==> src/rtl/fp16_stream_pkg.sv <==
// Shared types and helpers for the FP16 multiplier streaming wrapper.
// The flag classifier is used only when FP16_MUL_STREAM_FLAGS_EN is defined.
package fp16_stream_pkg;

  typedef logic [15:0] fp16_t;

  localparam logic [4:0]  EXP_MAX = 5'h1F;
  localparam fp16_t       QNAN    = 16'h7E00;
  localparam int unsigned FLAGS_W = 3;

  typedef struct packed {
    logic nan;
    logic inf;
    logic zero;
  } flags_t;

  // Classify an FP16 value into {nan, inf, zero}
  function automatic flags_t classify(input fp16_t x);
    flags_t f;
    f.nan  = (x[14:10] == EXP_MAX) && (x[9:0] != 10'd0);
    f.inf  = (x[14:10] == EXP_MAX) && (x[9:0] == 10'd0);
    f.zero = (x[14:0] == 15'd0);
    return f;
  endfunction

endpackage

==> src/rtl/fp16_result_fifo.sv <==
// Parametric synchronous FIFO with occupancy count; storage is not reset.
module fp16_result_fifo #(
  parameter  int unsigned DEPTH = 4,
  parameter  int unsigned WIDTH = 16,
  localparam int unsigned CW    = $clog2(DEPTH + 1)
) (
  input  logic             clk,
  input  logic             rst_n,
  input  logic             push,
  input  logic [WIDTH-1:0] push_data,
  input  logic             pop,
  output logic [WIDTH-1:0] head_data,
  output logic [CW-1:0]    count
);

  localparam int unsigned PW = $clog2(DEPTH);

  logic [WIDTH-1:0] mem [DEPTH];
  logic [PW-1:0]    wr_ptr;
  logic [PW-1:0]    rd_ptr;

  always_ff @(posedge clk) begin
    if (push) mem[wr_ptr] <= push_data;
  end

  // Pointers wrap naturally because DEPTH is a power of two
  always_ff @(posedge clk or negedge rst_n) begin
    if (!rst_n) begin
      wr_ptr <= '0;
      rd_ptr <= '0;
      count  <= '0;
    end else begin
      if (push) wr_ptr <= wr_ptr + PW'(1);
      if (pop)  rd_ptr <= rd_ptr + PW'(1);
      case ({push, pop})
        2'b10:   count <= count + CW'(1);
        2'b01:   count <= count - CW'(1);
        default: count <= count;
      endcase
    end
  end

  assign head_data = mem[rd_ptr];

endmodule

==> src/rtl/fp16_mul_stream_ctrl.sv <==
// Valid/ready wrapper around a free-running 2-stage FP16 multiplier.
// Define FP16_MUL_STREAM_FLAGS_EN to add per-result {nan, inf, zero} flags.
module fp16_mul_stream_ctrl
  import fp16_stream_pkg::*;
#(
  parameter int unsigned MUL_LATENCY = 2,
  parameter int unsigned FIFO_DEPTH  = 4
) (
  input  logic        clk,
  input  logic        rst_n,
  input  logic        in_valid,
  output logic        in_ready,
  input  logic [15:0] in_a,
  input  logic [15:0] in_b,
  output logic [15:0] mul_a,
  output logic [15:0] mul_b,
  input  logic [15:0] mul_out,
  output logic        out_valid,
  input  logic        out_ready,
  output logic [15:0] out_data
`ifdef FP16_MUL_STREAM_FLAGS_EN
  ,
  output logic [2:0]  out_flags
`endif
);

  localparam int unsigned IW = $clog2(MUL_LATENCY + 1);
  localparam int unsigned CW = $clog2(FIFO_DEPTH + 1);
  localparam int unsigned SW = ((IW > CW) ? IW : CW) + 1;
`ifdef FP16_MUL_STREAM_FLAGS_EN
  localparam int unsigned DW = 16 + FLAGS_W;
`else
  localparam int unsigned DW = 16;
`endif

  logic [MUL_LATENCY-1:0] vpipe;
  logic [IW-1:0]          inflight;
  logic [CW-1:0]          count;
  logic                   fire_in;
  logic                   fire_out;
  logic                   push;
  logic [DW-1:0]          push_data;
  logic [DW-1:0]          head_data;

  assign fire_in = in_valid & in_ready;
  assign mul_a   = in_a;
  assign mul_b   = in_b;

  // Valid pipe tracks which multiplier stages hold accepted operands
  always_ff @(posedge clk or negedge rst_n) begin
    if (!rst_n) vpipe <= '0;
    else        vpipe <= (vpipe << 1) | MUL_LATENCY'(fire_in);
  end

  always_comb begin
    inflight = '0;
    for (int i = 0; i < MUL_LATENCY; i++) begin
      inflight = inflight + IW'(vpipe[i]);
    end
  end

  // Reserve a FIFO slot for every in-flight product so a push never overflows
  assign in_ready  = (SW'(count) + SW'(inflight)) < SW'(FIFO_DEPTH);
  assign out_valid = (count != '0);
  assign fire_out  = out_valid & out_ready;
  assign push      = vpipe[MUL_LATENCY-1];

`ifdef FP16_MUL_STREAM_FLAGS_EN
  assign push_data = {classify(mul_out), mul_out};
  assign out_flags = out_valid ? head_data[15+FLAGS_W:16] : '0;
`else
  assign push_data = mul_out;
`endif
  assign out_data  = head_data[15:0];

  fp16_result_fifo #(
    .DEPTH (FIFO_DEPTH),
    .WIDTH (DW)
  ) u_fifo (
    .clk       (clk),
    .rst_n     (rst_n),
    .push      (push),
    .push_data (push_data),
    .pop       (fire_out),
    .head_data (head_data),
    .count     (count)
  );

endmodule

==> config.mk <==
export PLATFORM = sky130hd
export DESIGN_NAME = fp16_mul_stream_ctrl
export DESIGN_NICKNAME = d
export VERILOG_FILES = /design/src/rtl/fp16_stream_pkg.sv /design/src/rtl/fp16_result_fifo.sv /design/src/rtl/fp16_mul_stream_ctrl.sv
export SDC_FILE = /design/constraint.sdc
export NUM_CORES = 1
export LEC_CHECK = 0
export CORE_AREA = 5 5 100 102
export DETAILED_ROUTE_END_ITERATION = 8
export DIE_AREA = 0 0 105 107
export HOLD_SLACK_MARGIN = 0.15
export PLACE_DENSITY = 0.68
export RECOVER_POWER = 25
export SKIP_LAST_GASP = 1
export SYNTH_ARGS = -nofsm -noshare
export SYNTH_HDL_FRONTEND = slang
export SYNTH_SLANG_ARGS = --single-unit
==> constraint.sdc <==
create_clock -name clk -period 4.9 [get_ports clk]
set_input_delay 0.98 -clock clk [delete_from_list [all_inputs] [get_ports clk]]
set_output_delay 0.98 -clock clk [all_outputs]
set_load 0.02 [all_outputs]
==> flow_summary.json, run 1 <==
{
  "cts_hold_buf": 0,
  "syn_area_per_cell_sq_um": 19.4,
  "antenna_found_initial": 0,
  "synth_most_common_cell": "edfxtp_1",
  "cp.depth": 2,
  "drive_gt1_frac": 0.126,
  "powerDensity_nw_per_um2": 552,
  "max-clock-path-buffers": 2,
  "async_flop_share": 0.123,
  "synthesis.nets": 218,
  "rows": 35,
  "rsz0062_at_grt": "false",
  "place_hpwl_um": 3100,
  "ys_ff_latch": 73,
  "viasPerCell": 4.54,
  "fin_crit_ns": 3.56,
  "ir_drop_mv": 0.234,
  "netlist_top_cells_count": "edfxtp_1, buf_4, dfrtp_1",
  "finalWirelength_um": 4790,
  "critical-path-max-stage-delay_ns": 1.02,
  "diodes": 0,
  "worst_pin_slew_ns": 1.02,
  "p_clk_frac": 0.201,
  "cts-root-buf": "clkbuf_8",
  "report.final.slew_viol_count": 0,
  "p_switching_mw": 0.601,
  "drt_iter0_drc": 37,
  "p_sw_frac": 0.314,
  "setup-violations-final": 0,
  "max-cap-violations": 0,
  "critPathBufInv": 1,
  "clock_skew_ns": 0.00459,
  "p_int_mw": 1.31,
  "ys_seq_area_frac": 0.698,
  "utilization": 0.384,
  "drt_drc_violations_left": 0,
  "area_growth_pct": 12.5,
  "clk-insertion-delay-late_ns": 0.34,
  "die_y_um": 107,
  "crit_chain": "mux4_1, clkdlybuf4s50_1",
  "die_width_um": 105,
  "seqPwrFrac": 0.474,
  "dieArea_sq_um": 11200,
  "status": "complete, no violations",
  "synthCells": 159,
  "routedWlPerCell_um": 16.7,
  "synth_ff_type": "edfxtp_1",
  "numCtsBuffers": 9,
  "grt_pass1_wl_um": 7730,
  "comb_power_share": 0.325,
  "clkSlewWorstSetupHoldPaths_ns": 0.07,
  "numClockSinks": 73,
  "critical_path.top_delay_family": "flip-flops",
  "gp_congestion": 0.659,
  "fin_tns_setup_ns": 0,
  "end_kind": "output port",
  "fmax_ghz": 0.281,
  "grt_pass1_vias": 1508,
  "hold_viol_final": 0,
  "path_max_fanout": 18,
  "p_leak_nw": 1.20,
  "ys_warn_count": 0,
  "num_io_pins": 102,
  "post-synth-top-area-cell": "edfxtp_1",
  "cts_tree": "built",
  "gr-usage-all-layers": 0.0921,
  "postCtsSetupRepairBufs": 0,
  "core-area_sq_um": 9020,
  "initial_utilization": 0.341,
  "htree_levels": 3,
  "critical_path_class": "register to output port",
  "relSlewSlack": 0.317,
  "synth_cell_types": 23,
  "drtPass1Iterations": 4,
  "cp.arrival_ns": 2.58,
  "grt_overflow": 0,
  "holdPathStages": 0,
  "io_buffer_count": 37,
  "num_vias": 1299,
  "yosysTopAreaCellShare": 0.624,
  "synth_area_sq_um": 3080,
  "finalCritPeriodShare": 0.727,
  "cpMaxStageDelayCell": "dfrtp_1",
  "synth-edff-count": 64,
  "nNetsFinal": 229,
  "r2r_cells": 7,
  "ctsResizeCount": 0,
  "start_kind": "register",
  "synthTopCellsByArea": "edfxtp_1, buf_4, dfrtp_1, mux4_1, mux4_2",
  "critPathRequiredTime_ns": 3.92,
  "hold_path_class": "register to register",
  "ant_nets": 0,
  "grt_max_degree": 19
}
## cells in the final DEF, fill, tap and decap left out, drive strengths merged
| master | netlist | final |
|---|---|---|
| edfxtp | 64 | 64 |
| clkdlybuf4s50 | 0 | 25 |
| mux4 | 16 | 16 |
| dlygate4sd3 | 0 | 12 |
| clkbuf | 1 | 9 |
| dfrtp | 9 | 9 |
| inv | 6 | 6 |
| ha | 6 | 6 |
| and2 | 5 | 5 |
| clkinv | 0 | 5 |
| xor2 | 4 | 4 |
| xnor2 | 2 | 2 |
| nand2 | 2 | 2 |
| clkinvlp | 0 | 2 |
| o31a | 1 | 1 |
| or3 | 1 | 1 |
| a21o | 1 | 1 |
| a21oi | 1 | 1 |
| mux2i | 1 | 1 |
| o21ai | 1 | 1 |
| nor2 | 1 | 1 |
| fa | 1 | 1 |
## layout make-up
type / instances / area [sq um]
fill: 826 / 5560
clock buffer: 9 / 124
inverter: 6 / 22.5
multi-input combinational: 43 / 623
sequential: 73 / 2150
tap: 111 / 139
timing repair buffer: 37 / 370
clock inverter: 7 / 37.5
## kinds of logic (layout without fill, tap and decap cells)
kind of cell	count (synthesis)	in the layout	share of synthesized area
flip-flops	73	73	0.698
buffers and inverters	43	59	0.100
multiplexers	17	17	0.130
adder cells (fa/ha/maj)	7	7	0.0309
AND/OR/NAND/NOR	9	9	0.0159
AO/OA/AOI/OAI	4	4	0.00853
XOR/XNOR	6	6	0.0171
## flip-flops by register name (all words and copies together) (netlist names)
signal / flops
u_fifo.count: 3
u_fifo.mem: 64
u_fifo.rd_ptr: 2
u_fifo.wr_ptr: 2
vpipe: 2
## path summary, 6_finish.rpt
kind                       slack, ns                            to                    startpoint
setup / recovery                1.34                  out_data[15]  u_fifo.rd_ptr[0]$_DFFE_PN0P_
hold / removal                  0.39            vpipe[1]$_DFF_PN0_            vpipe[0]$_DFF_PN0_
setup reg to reg                3.08   u_fifo.count[2]$_DFFE_PN0P_   u_fifo.count[0]$_DFFE_PN0P_
hold reg to reg                 0.39            vpipe[1]$_DFF_PN0_            vpipe[0]$_DFF_PN0_
max in group asynchronous       3.60  u_fifo.rd_ptr[1]$_DFFE_PN0P_                         rst_n
min in group asynchronous       1.01            vpipe[0]$_DFF_PN0_                         rst_n
## power groups by stage
stage	clock network, mW	logic (mW)	registers [mW]
2_1_floorplan	0	0.521	0.837
5_1_grt	0.431	0.674	0.928
3_5_place_dp	0	0.641	0.928
3_3_place_gp	0	0.629	0.921
6_report	0.384	0.622	0.907
4_1_cts	0.396	0.641	0.915
## per-layer routing
metal / up-vias / GRT usage / wire length, um
met5: - / 0 / 0
met2: 38 / 0.154 / 2450
met3: 22 / 0.0367 / 347
met1: 648 / 0.0971 / 1880
li1: 591 / - / -
met4: 0 / 0.0557 / 109
## per-stage QoR
step,std cells,power (mW),instance area [sq um],hold slack (ns),setup WS [ns]
global placement,270,1.55,3300,0.364,1.66
floorplan,159,1.36,3080,0.360,2.70
CTS,286,1.95,3460,0.392,1.25
detailed placement,270,1.57,3300,0.377,1.63
global route,286,2.03,3460,0.401,1.19
finish,286,1.91,3460,0.387,1.34
No activity file was read; power rests on OpenSTA's default activity.
==> inputs of run 2 (changes only) <==
==> constraint.sdc (replaced) <==
create_clock -name clk -period 3.65 [get_ports clk]
set_input_delay 0.73 -clock clk [delete_from_list [all_inputs] [get_ports clk]]
set_output_delay 0.73 -clock clk [all_outputs]
set_load 0.02 [all_outputs]
==> flow_summary.json, run 2 (synthesis results as in run 1) <==
{
  "placed_cells": 271,
  "start_kind": "register",
  "largestRegisters": "u_fifo.mem: 64 flops, u_fifo.count: 3 flops",
  "core-area_sq_um": 9020,
  "critical_path.top_delay_family": "buffers and inverters",
  "area_growth_pct": 16.2,
  "diodes": 0,
  "fmax_ghz": 0.331,
  "fin_crit_ns": 3.02,
  "grt_pass1_vias": 1467,
  "ctsResizeCount": 0,
  "drive_gt1_frac": 0.131,
  "final_cell_mix": "edfxtp_1, clkdlybuf4s50_1, dlygate4sd3_1",
  "rows": 35,
  "ant_nets": 0,
  "cts_tree": "built",
  "numClockSinks": 73,
  "initial_utilization": 0.341,
  "setup-violations-final": 0,
  "dieArea_sq_um": 11200,
  "num_vias": 1315,
  "crit_chain": "buf_12, mux4_1, clkdlybuf4s50_1",
  "max-cap-violations": 0,
  "final_common_cell": "edfxtp_1",
  "drt_drc_violations_left": 0,
  "clock_skew_ns": 0.00656,
  "htree_levels": 3,
  "hold_path_class": "register to register",
  "worst_pin_slew_ns": 0.908,
  "end_kind": "output port",
  "die_y_um": 107,
  "status": "complete, no violations",
  "die_width_um": 105,
  "finalCritPeriodShare": 0.828,
  "cpMaxStageDelayCell": "dfrtp_1",
  "critPathRequiredTime_ns": 2.92,
  "gr-usage-all-layers": 0.0938,
  "path_max_fanout": 12,
  "place_hpwl_um": 3220,
  "max-clock-path-buffers": 2,
  "grt_max_degree": 18,
  "grt_pass1_wl_um": 7810,
  "hold_viol_final": 0,
  "largest-register": "u_fifo.mem",
  "finalNonFillerCells": 286,
  "cts_hold_buf": 0,
  "rrSetupSlack_ns": 1.80,
  "routedWlPerCell_um": 17.2,
  "critical_path_class": "register to output port",
  "powerDensity_nw_per_um2": 804,
  "finalWirelength_um": 4930,
  "p_leak_nw": 1.25,
  "clkSlewWorstSetupHoldPaths_ns": 0.07,
  "ir_drop_mv": 0.299,
  "critical-path-max-stage-delay_ns": 0.63,
  "postCtsSetupRepairBufs": 0,
  "fin_tns_setup_ns": 0,
  "viasPerCell": 4.60,
  "critPathBufInv": 2,
  "cp.arrival_ns": 2.29,
  "relSlewSlack": 0.394,
  "drt_iter0_drc": 22,
  "antenna_found_initial": 0,
  "drtPass1Iterations": 4,
  "rsz0062_at_grt": "false",
  "num_io_pins": 102,
  "io_buffer_count": 37,
  "cts-root-buf": "clkbuf_8",
  "nNetsFinal": 230,
  "largest_reg_flops": 64,
  "gp_congestion": 0.677,
  "clk-insertion-delay-late_ns": 0.33,
  "report.final.slew_viol_count": 0,
  "grt_overflow": 0,
  "numCtsBuffers": 9
}
run 2: changes by cell type in the layout (fill, tap and decap cells not counted):
cell / delta
buf_12: +1
clkdlybuf4s50_1: +1
clkinv_1: -1
clkinv_2: -3
and2_1: +1
dlygate4sd3_1: -1
clkinvlp_4: -1
and2_0: -1
bufinv_16: +4
run 2: layout make-up:
cell class              instances  area [sq um]
repair buffers                 38           390
multi-input cells              43           623
clock inverters                 6           131
well taps                     111           139
flip-flops and latches         73          2150
clock buffers                   9           124
inverters                       6          22.5
fillers                       824          5440
run 2: path summary, 6_finish.rpt:
| path | from | to | depth (start not counted) |
|---|---|---|---|
| worst max-delay path | u_fifo.rd_ptr[0]$_DFFE_PN0P_ | out_data[4] | 3 |
| worst min-delay path | vpipe[0]$_DFF_PN0_ | vpipe[1]$_DFF_PN0_ | 0 |
| worst max register to register | u_fifo.count[0]$_DFFE_PN0P_ | u_fifo.count[2]$_DFFE_PN0P_ | 7 |
| worst min register to register | vpipe[0]$_DFF_PN0_ | vpipe[1]$_DFF_PN0_ | 0 |
| max in group asynchronous | rst_n | u_fifo.rd_ptr[0]$_DFFE_PN0P_ | 1 |
| min in group asynchronous | rst_n | u_fifo.count[2]$_DFFE_PN0P_ | 1 |
run 2: report_power, final:
group          switching, mW  leakage [nW]  internal [mW]  total (mW)
Combinational          0.414         0.437          0.478       0.893
Sequential             0.122         0.689           1.07        1.19
Clock                  0.278         0.123          0.517       0.795
Total                  0.814          1.25           2.06        2.88
run 2: stage by stage:
stage                     hold WS [ns]  instance area (sq um)  utilization  total power, mW  setup WS, ns
after global placement           0.362                   3320        0.368             2.11         0.980
after detailed placement         0.372                   3320        0.368             2.13         0.944
final                            0.388                   3580        0.397             2.88         0.629
after global routing             0.414                   3580        0.397             3.03         0.490
after floorplan                  0.360                   3080            -             1.82          1.70
after CTS                        0.390                   3580        0.397             2.93         0.567
run 2: per-layer routing:
layer | track usage | part of all wire | vias up
met2 | 0.155 | 0.52 | 36
met3 | 0.0349 | 0.074 | 23
li1 | - | - | 593
met4 | 0.0694 | 0.027 | 0
met1 | 0.0970 | 0.38 | 663
met5 | 0 | 0 | -
run 2: worst register-to-register path, stage by stage (launching register included):
cell and delay (ns):
dfrtp_1 0.44, o31a_1 0.28, ha_1 0.22, inv_1 0.06, fa_1 0.37, xor2_1 0.15, nor2_1 0.11, xor2_1 0.15
